===== src/rtl/zsdram_frame_reader.sv =====
// Frame-buffer read path: fetches pixels one word at a time from the SDRAM read port into a prefetch FIFO
// and serves one RGB565 pixel per LCD request. Optional underrun counter: ZFRAME_READER_UNDERRUN_CNT_EN.
module zsdram_frame_reader #(
    parameter int unsigned FRAME_PIXELS   = 384000,
    parameter int unsigned FIFO_DEPTH     = 16,
    parameter logic [15:0] UNDERRUN_COLOR = 16'h0000
) (
    input  logic        clk,
    input  logic        rst_n,
    input  logic        en,
    input  logic        iSDRAM_Draw_Done,
    input  logic        iFrame_Start,
    output logic [23:0] oSDRAM_Rd_Addr,
    output logic        oSDRAM_Rd_Req,
    input  logic        iSDRAM_Rd_Done,
    input  logic [15:0] iSDRAM_Rd_Data,
    input  logic        iLCD_Pix_Req,
    output logic [15:0] oLCD_Pix_Data,
    output logic        oLCD_Pix_Valid,
    output logic        oUnderrun
`ifdef ZFRAME_READER_UNDERRUN_CNT_EN
    ,
    output logic [15:0] oUnderrun_Cnt
`endif
);

    localparam int unsigned         PTR_W     = $clog2(FIFO_DEPTH);
    localparam logic [PTR_W:0]      DEPTH_CNT = {1'b1, {PTR_W{1'b0}}};
    localparam logic [23:0]         LAST_ADDR = 24'(FRAME_PIXELS - 1);

    typedef enum logic [1:0] {
        S_IDLE = 2'd0,
        S_FILL = 2'd1,
        S_NEXT = 2'd2
    } state_t;

    state_t            state_q, state_d;
    logic [23:0]       addr_q, addr_d;
    logic              req_q, req_d;
    logic              frame_ready_q, frame_ready_d;
    logic              start_pend_q, start_pend_d;

    logic [15:0]       fifo_mem [FIFO_DEPTH];
    logic [PTR_W-1:0]  wr_ptr_q, wr_ptr_d;
    logic [PTR_W-1:0]  rd_ptr_q, rd_ptr_d;
    logic [PTR_W:0]    count_q, count_d;
    logic              fifo_full, fifo_empty;

    logic [15:0]       pix_data_q, pix_data_d;
    logic              pix_valid_q, pix_valid_d;
    logic              underrun_q, underrun_d;

    logic              start_req, rd_ack, restart, push, pop;

    assign fifo_full  = (count_q == DEPTH_CNT);
    assign fifo_empty = (count_q == '0);

    // Fetch control. A pending frame start may only restart the scan while no read is
    // outstanding, so a read in flight always completes and its word is then dropped.
    always_comb begin
        // NOTE: every signal gets a default first so no path leaves it unassigned (no latches).
        state_d       = state_q;
        addr_d        = addr_q;
        req_d         = req_q;
        frame_ready_d = frame_ready_q | iSDRAM_Draw_Done;
        start_req     = start_pend_q | (iFrame_Start & frame_ready_q);
        start_pend_d  = start_req;
        rd_ack        = req_q & iSDRAM_Rd_Done;
        restart       = 1'b0;
        push          = 1'b0;

        if (rd_ack) begin
            req_d   = 1'b0;
            push    = ~start_req;
            state_d = S_NEXT;
        end else if (en && !req_q && start_req) begin
            restart      = 1'b1;
            addr_d       = '0;
            start_pend_d = 1'b0;
            state_d      = S_FILL;
        end else if (en) begin
            case (state_q)
                S_IDLE: ;
                S_FILL: if (!req_q && !fifo_full) req_d = 1'b1;
                S_NEXT: begin
                    if (addr_q == LAST_ADDR) begin
                        state_d = S_IDLE;
                    end else begin
                        addr_d  = addr_q + 24'd1;
                        state_d = S_FILL;
                    end
                end
                default: state_d = S_IDLE;
            endcase
        end
    end

    // FIFO bookkeeping and LCD side; a pop on empty yields the underrun colour instead.
    always_comb begin
        pop         = iLCD_Pix_Req & ~fifo_empty;
        wr_ptr_d    = wr_ptr_q;
        rd_ptr_d    = rd_ptr_q;
        count_d     = count_q;
        pix_valid_d = iLCD_Pix_Req;
        underrun_d  = iLCD_Pix_Req & fifo_empty;
        pix_data_d  = pix_data_q;

        if (iLCD_Pix_Req) pix_data_d = fifo_empty ? UNDERRUN_COLOR : fifo_mem[rd_ptr_q];

        if (restart) begin
            wr_ptr_d = '0;
            rd_ptr_d = '0;
            count_d  = '0;
        end else begin
            if (push) wr_ptr_d = wr_ptr_q + 1'b1;
            if (pop)  rd_ptr_d = rd_ptr_q + 1'b1;
            case ({push, pop})
                2'b10:   count_d = count_q + 1'b1;
                2'b01:   count_d = count_q - 1'b1;
                default: count_d = count_q;
            endcase
        end
    end

    // NOTE: sequential state uses non-blocking assignments so all flops update together.
    always_ff @(posedge clk or negedge rst_n) begin
        if (!rst_n) begin
            state_q       <= S_IDLE;
            addr_q        <= '0;
            req_q         <= 1'b0;
            frame_ready_q <= 1'b0;
            start_pend_q  <= 1'b0;
            wr_ptr_q      <= '0;
            rd_ptr_q      <= '0;
            count_q       <= '0;
            pix_data_q    <= '0;
            pix_valid_q   <= 1'b0;
            underrun_q    <= 1'b0;
        end else begin
            state_q       <= state_d;
            addr_q        <= addr_d;
            req_q         <= req_d;
            frame_ready_q <= frame_ready_d;
            start_pend_q  <= start_pend_d;
            wr_ptr_q      <= wr_ptr_d;
            rd_ptr_q      <= rd_ptr_d;
            count_q       <= count_d;
            pix_data_q    <= pix_data_d;
            pix_valid_q   <= pix_valid_d;
            underrun_q    <= underrun_d;
        end
    end

    // NOTE: FIFO storage has no reset; the pointers and count alone define what is valid.
    always_ff @(posedge clk) begin
        if (push) fifo_mem[wr_ptr_q] <= iSDRAM_Rd_Data;
    end

    assign oSDRAM_Rd_Addr = addr_q;
    assign oSDRAM_Rd_Req  = req_q;
    assign oLCD_Pix_Data  = pix_data_q;
    assign oLCD_Pix_Valid = pix_valid_q;
    assign oUnderrun      = underrun_q;

`ifdef ZFRAME_READER_UNDERRUN_CNT_EN
    logic [15:0] ucnt_q, ucnt_d;

    always_comb begin
        ucnt_d = ucnt_q;
        if (restart)                              ucnt_d = '0;
        else if (underrun_d && ucnt_q != 16'hFFFF) ucnt_d = ucnt_q + 16'd1;
    end

    always_ff @(posedge clk or negedge rst_n) begin
        if (!rst_n) ucnt_q <= '0;
        else        ucnt_q <= ucnt_d;
    end

    assign oUnderrun_Cnt = ucnt_q;
`endif

endmodule

===== config.mk =====
export PLATFORM = sky130hd
export DESIGN_NAME = zsdram_frame_reader
export DESIGN_NICKNAME = d
export VERILOG_FILES = /design/src/rtl/zsdram_frame_reader.sv
export SDC_FILE = /design/constraint.sdc
export NUM_CORES = 1
export LEC_CHECK = 0
export CAP_MARGIN = 20
export CORE_ASPECT_RATIO = 1.75
export CORE_UTILIZATION = 40
export CTS_BUF_LIST = sky130_fd_sc_hd__clkbuf_2
export DETAILED_ROUTE_END_ITERATION = 8
export GPL_TIMING_DRIVEN = 0
export PLACE_DENSITY_LB_ADDON = 0.1
export SKIP_CTS_REPAIR_TIMING = 1
export SYNTH_ARGS = -nofsm -noshare
export SYNTH_HDL_FRONTEND = slang
export SYNTH_SLANG_ARGS = --single-unit

===== constraint.sdc =====
create_clock -name clk -period 5.9 [get_ports clk]
set_input_delay 0.885 -clock clk [delete_from_list [all_inputs] [get_ports clk]]
set_output_delay 0.885 -clock clk [all_outputs]
set_load 0.01 [all_outputs]

==> impl_metrics.py <==
metrics = {
    "clock_tree": {
        "clk-insertion-delay-late_ps": 900,
        "clockBufferDepth": 3,
        "clock-root-buffer": "clkbuf_2",
        "cts_made_buffers": 73,
        "cts.clk_slew.worst_paths_ps": 110,
        "cts.sinks": 316,
        "cts_tree": "done",
        "htree_levels": 3,
    },
    "hold_path": {
        "min_path_type": "primary input to async pin",
    },
    "grt": {
        "grt_max_degree": 61,
        "track_usage_pct": 19.70,
        "met3_usage_pct": 4.127,
        "top_usage_layer": "met2",
        "grt_antenna_before_repair": 1,
        "grtUsageMet2_pct": 36.65,
        "grtUsageMet1_pct": 20.21,
        "grt_pass1_vias": 8002,
        "grt_overflow": 0,
        "grt_pass1_wl_um": 46120,
    },
    "placement": {
        "place_inst": 1214,
        "dp_hpwl_um": 20150,
        "numPortBuffers": 65,
        "gp_congestion": 0.8295,
    },
    "power_and_ir_drop": {
        "p_sw_share_pct": 31.66,
        "power.switching_mw": 1.722,
        "pwr_density_cell_mw_per_mm2": 370.6,
        "p_int_mw": 3.718,
        "clock_power_share_pct": 24.5,
        "p_seq_share_pct": 47.7,
        "p_comb_share_pct": 27.9,
        "worst_ir_drop_vdd_v": 0.0002070,
        "p_leak_nw": 4.983,
    },
    "timing": {
        "slew_viol_final": 0,
        "clock_skew_ps": 41.99,
        "slew_headroom_pct": 25.58,
        "fin_hold_ws_ps": 56.19,
        "timing.setup.tns_ps": 0,
        "rsz0062_at_grt": "false",
        "worst_pin_slew_ps": 1116,
        "period_minus_slack_ps": 3188,
        "setup_viol": 0,
        "post-route-period-util_pct": 54.04,
        "final_hold_viol_count": 0,
        "fmax_mhz": 313.6,
    },
    "route": {
        "wl_per_cell_um": 22.72,
        "firstDrtPassIters": 5,
        "drc": 0,
        "via_per_inst": 5.424,
        "drtAntennaViolNets": 0,
        "drtIter0Drc": 346,
        "num_vias": 7284,
        "routed_wl_um": 30510,
    },
    "worst_setup_path": {
        "r2r_cells": 11,
        "r2r_start": "count_q[2]$_DFFE_PN0P_",
        "critPathRequiredTime_ps": 6390,
        "r2r_slack_ps": 2770,
        "endpoint": "fifo_mem[5][13]$_DFFE_PP_",
        "critPathCaptureType": "register",
        "crit_type": "primary input to register",
        "arrival_ps": 3670,
        "cp-startpoint": "iSDRAM_Rd_Done",
        "worstReg2RegEnd": "count_q[4]$_DFFE_PN0P_",
        "crit_fanout": 16,
        "startpoint_type": "primary input",
    },
    "synthesis": {
        "ys_seq_area_share_pct": 71.14,
        "avgSynthCellArea_um2": 17.15,
        "synth_edf_count": 256,
        "netlist_area_mm2": 0.01292,
        "ys_types": 50,
        "synth_fp_nets": 784,
        "yosys_warnings": 0,
        "ys_seq_elements": 316,
        "synthFlopType": "edfxtp_1",
        "syn_inst": 753,
        "synth-async-reset-ratio_pct": 18.99,
    },
    "floorplanning": {
        "rows": 86,
        "die_area_mm2": 0.03304,
        "die_h_um": 239.7,
        "fp.coreArea_mm2": 0.03164,
        "initial_core_util_pct": 40.83,
        "dieWidth_um": 137.8,
        "io_pins": 66,
    },
    "layout": {
        "finalNetCount": 924,
        "layout_commonest_cell": "edfxtp_1",
        "syn2layout_area_growth_pct": 13.66,
        "final_cell_mix": "256 x edfxtp_1, 109 x clkbuf_2, 64 x mux4_2, 64 x clkdlybuf4s50_1, 60 x dfrtp_1",
        "final_util_pct": 46.41,
        "drive_gt1_share_pct": 22.73,
        "fin_cells": 1343,
    },
    "run_status": {
        "status": "finished clean",
    },
    "flow_run": {
        "max-cap-violations": 0,
    },
}
## cell type report
cell class              count  area, um^2
diodes                      1       2.502
plain buffers              43       192.7
clock buffers             109       545.5
clock inverters            19       72.57
fillers                  2813       16950
inverters                  23       86.33
multi-input cells         371        3450
flip-flops and latches    316        9189
well taps                 396       495.5
repair buffers             65       648.1
## sequential cells by signal, indices dropped and copies added, names as in the netlist
signal / count
rd_ptr_q: 4
state_q: 2
oLCD_Pix_Data: 16
oSDRAM_Rd_Addr: 24
frame_ready_q: 1
wr_ptr_q: 4
start_pend_q: 1
oLCD_Pix_Valid: 1
oUnderrun: 1
oSDRAM_Rd_Req: 1
count_q: 5
fifo_mem: 256
## how the worst min path moves through the flow
stage / endpoint / slack (ps) / cells after the start
finish: count_q[3]$_DFFE_PN0P_ / 60 / 1
global route: oLCD_Pix_Data[1]$_DFFE_PN0P_ / 50 / 1
CTS: oLCD_Pix_Data[4]$_DFFE_PN0P_ / -4 / 1
detailed placement: frame_ready_q$_DFF_PN0_ / 490 / 1
global placement: frame_ready_q$_DFF_PN0_ / 480 / 1
floorplan: frame_ready_q$_DFF_PN0_ / 460 / 1
## cell usage after synthesis, types with 3 or more instances
master    count  share of area, %
a21oi_1      34               1.3
and2_1       16              0.77
and3_1        5              0.24
and4_1        8              0.54
buf_1         3             0.087
buf_2        13              0.50
clkbuf_1     25              0.73
dfrtp_1      60                12
edfxtp_1    256                60
ha_1          8              0.77
inv_1        23              0.67
mux2_2       16               1.4
mux2i_1      19               1.5
mux4_2       64                11
nand2_1      23              0.67
nand2b_1      3              0.15
nand3_1      14              0.54
nand4_1      11              0.53
nor2_1       37               1.1
nor3_1       10              0.39
nor3b_1       3              0.17
nor4_1        7              0.34
o211ai_1      3              0.17
o21ai_0      14              0.54
o22ai_1      16              0.77
o31ai_1       5              0.29
or3_1        11              0.53
or4_1         7              0.41
xnor2_1       6              0.41
xor2_1        6              0.41
## layer usage
layer | vias to the layer above | share of wire, %
met5 | - | 0
met4 | 0 | 3.3
met3 | 61 | 4.5
met2 | 207 | 56
met1 | 3711 | 36
li1 | 3305 | -
## logic make-up after synthesis
| group | Yosys count | share of synthesized area, % |
|---|---|---|
| AO/OA/AOI/OAI | 88 | 4.146 |
| XOR/XNOR | 12 | 0.8136 |
| adder cells (fa/ha/maj) | 8 | 0.7749 |
| buffers and inverters | 66 | 2.160 |
| flip-flops | 316 | 71.14 |
| multiplexers | 99 | 14.03 |
| AND/OR/NAND/NOR | 164 | 6.945 |
## worst max-delay path: stages
cell and delay, ps:
clkdlybuf4s50_1 600, nand2_1 100, nor2_1 500, clkbuf_1 400, nand2_1 110, nor2_1 170, and2_1 900
## through the flow
| step | setup slack [ps] | instance area [um^2] | power (mW) |
|---|---|---|---|
| 4_1_cts | 2770 | 14680 | 5.533 |
| 3_5_place_dp | 1814 | 14060 | 4.191 |
| 3_3_place_gp | 1846 | 14060 | 4.164 |
| 6_report | 2712 | 14680 | 5.441 |
| 2_1_floorplan | 3030 | 12920 | 3.646 |
| 5_1_grt | 2494 | 14680 | 5.749 |
## power groups by stage
stage | clock (mW) | combinational (mW) | sequential [mW]
after CTS | 1.39 | 1.55 | 2.60
after floorplan | 0 | 0.992 | 2.65
after detailed placement | 0 | 1.54 | 2.65
final | 1.33 | 1.52 | 2.59
after global routing | 1.49 | 1.65 | 2.61
after global placement | 0 | 1.52 | 2.64
Power figures use the tool's default switching activity.
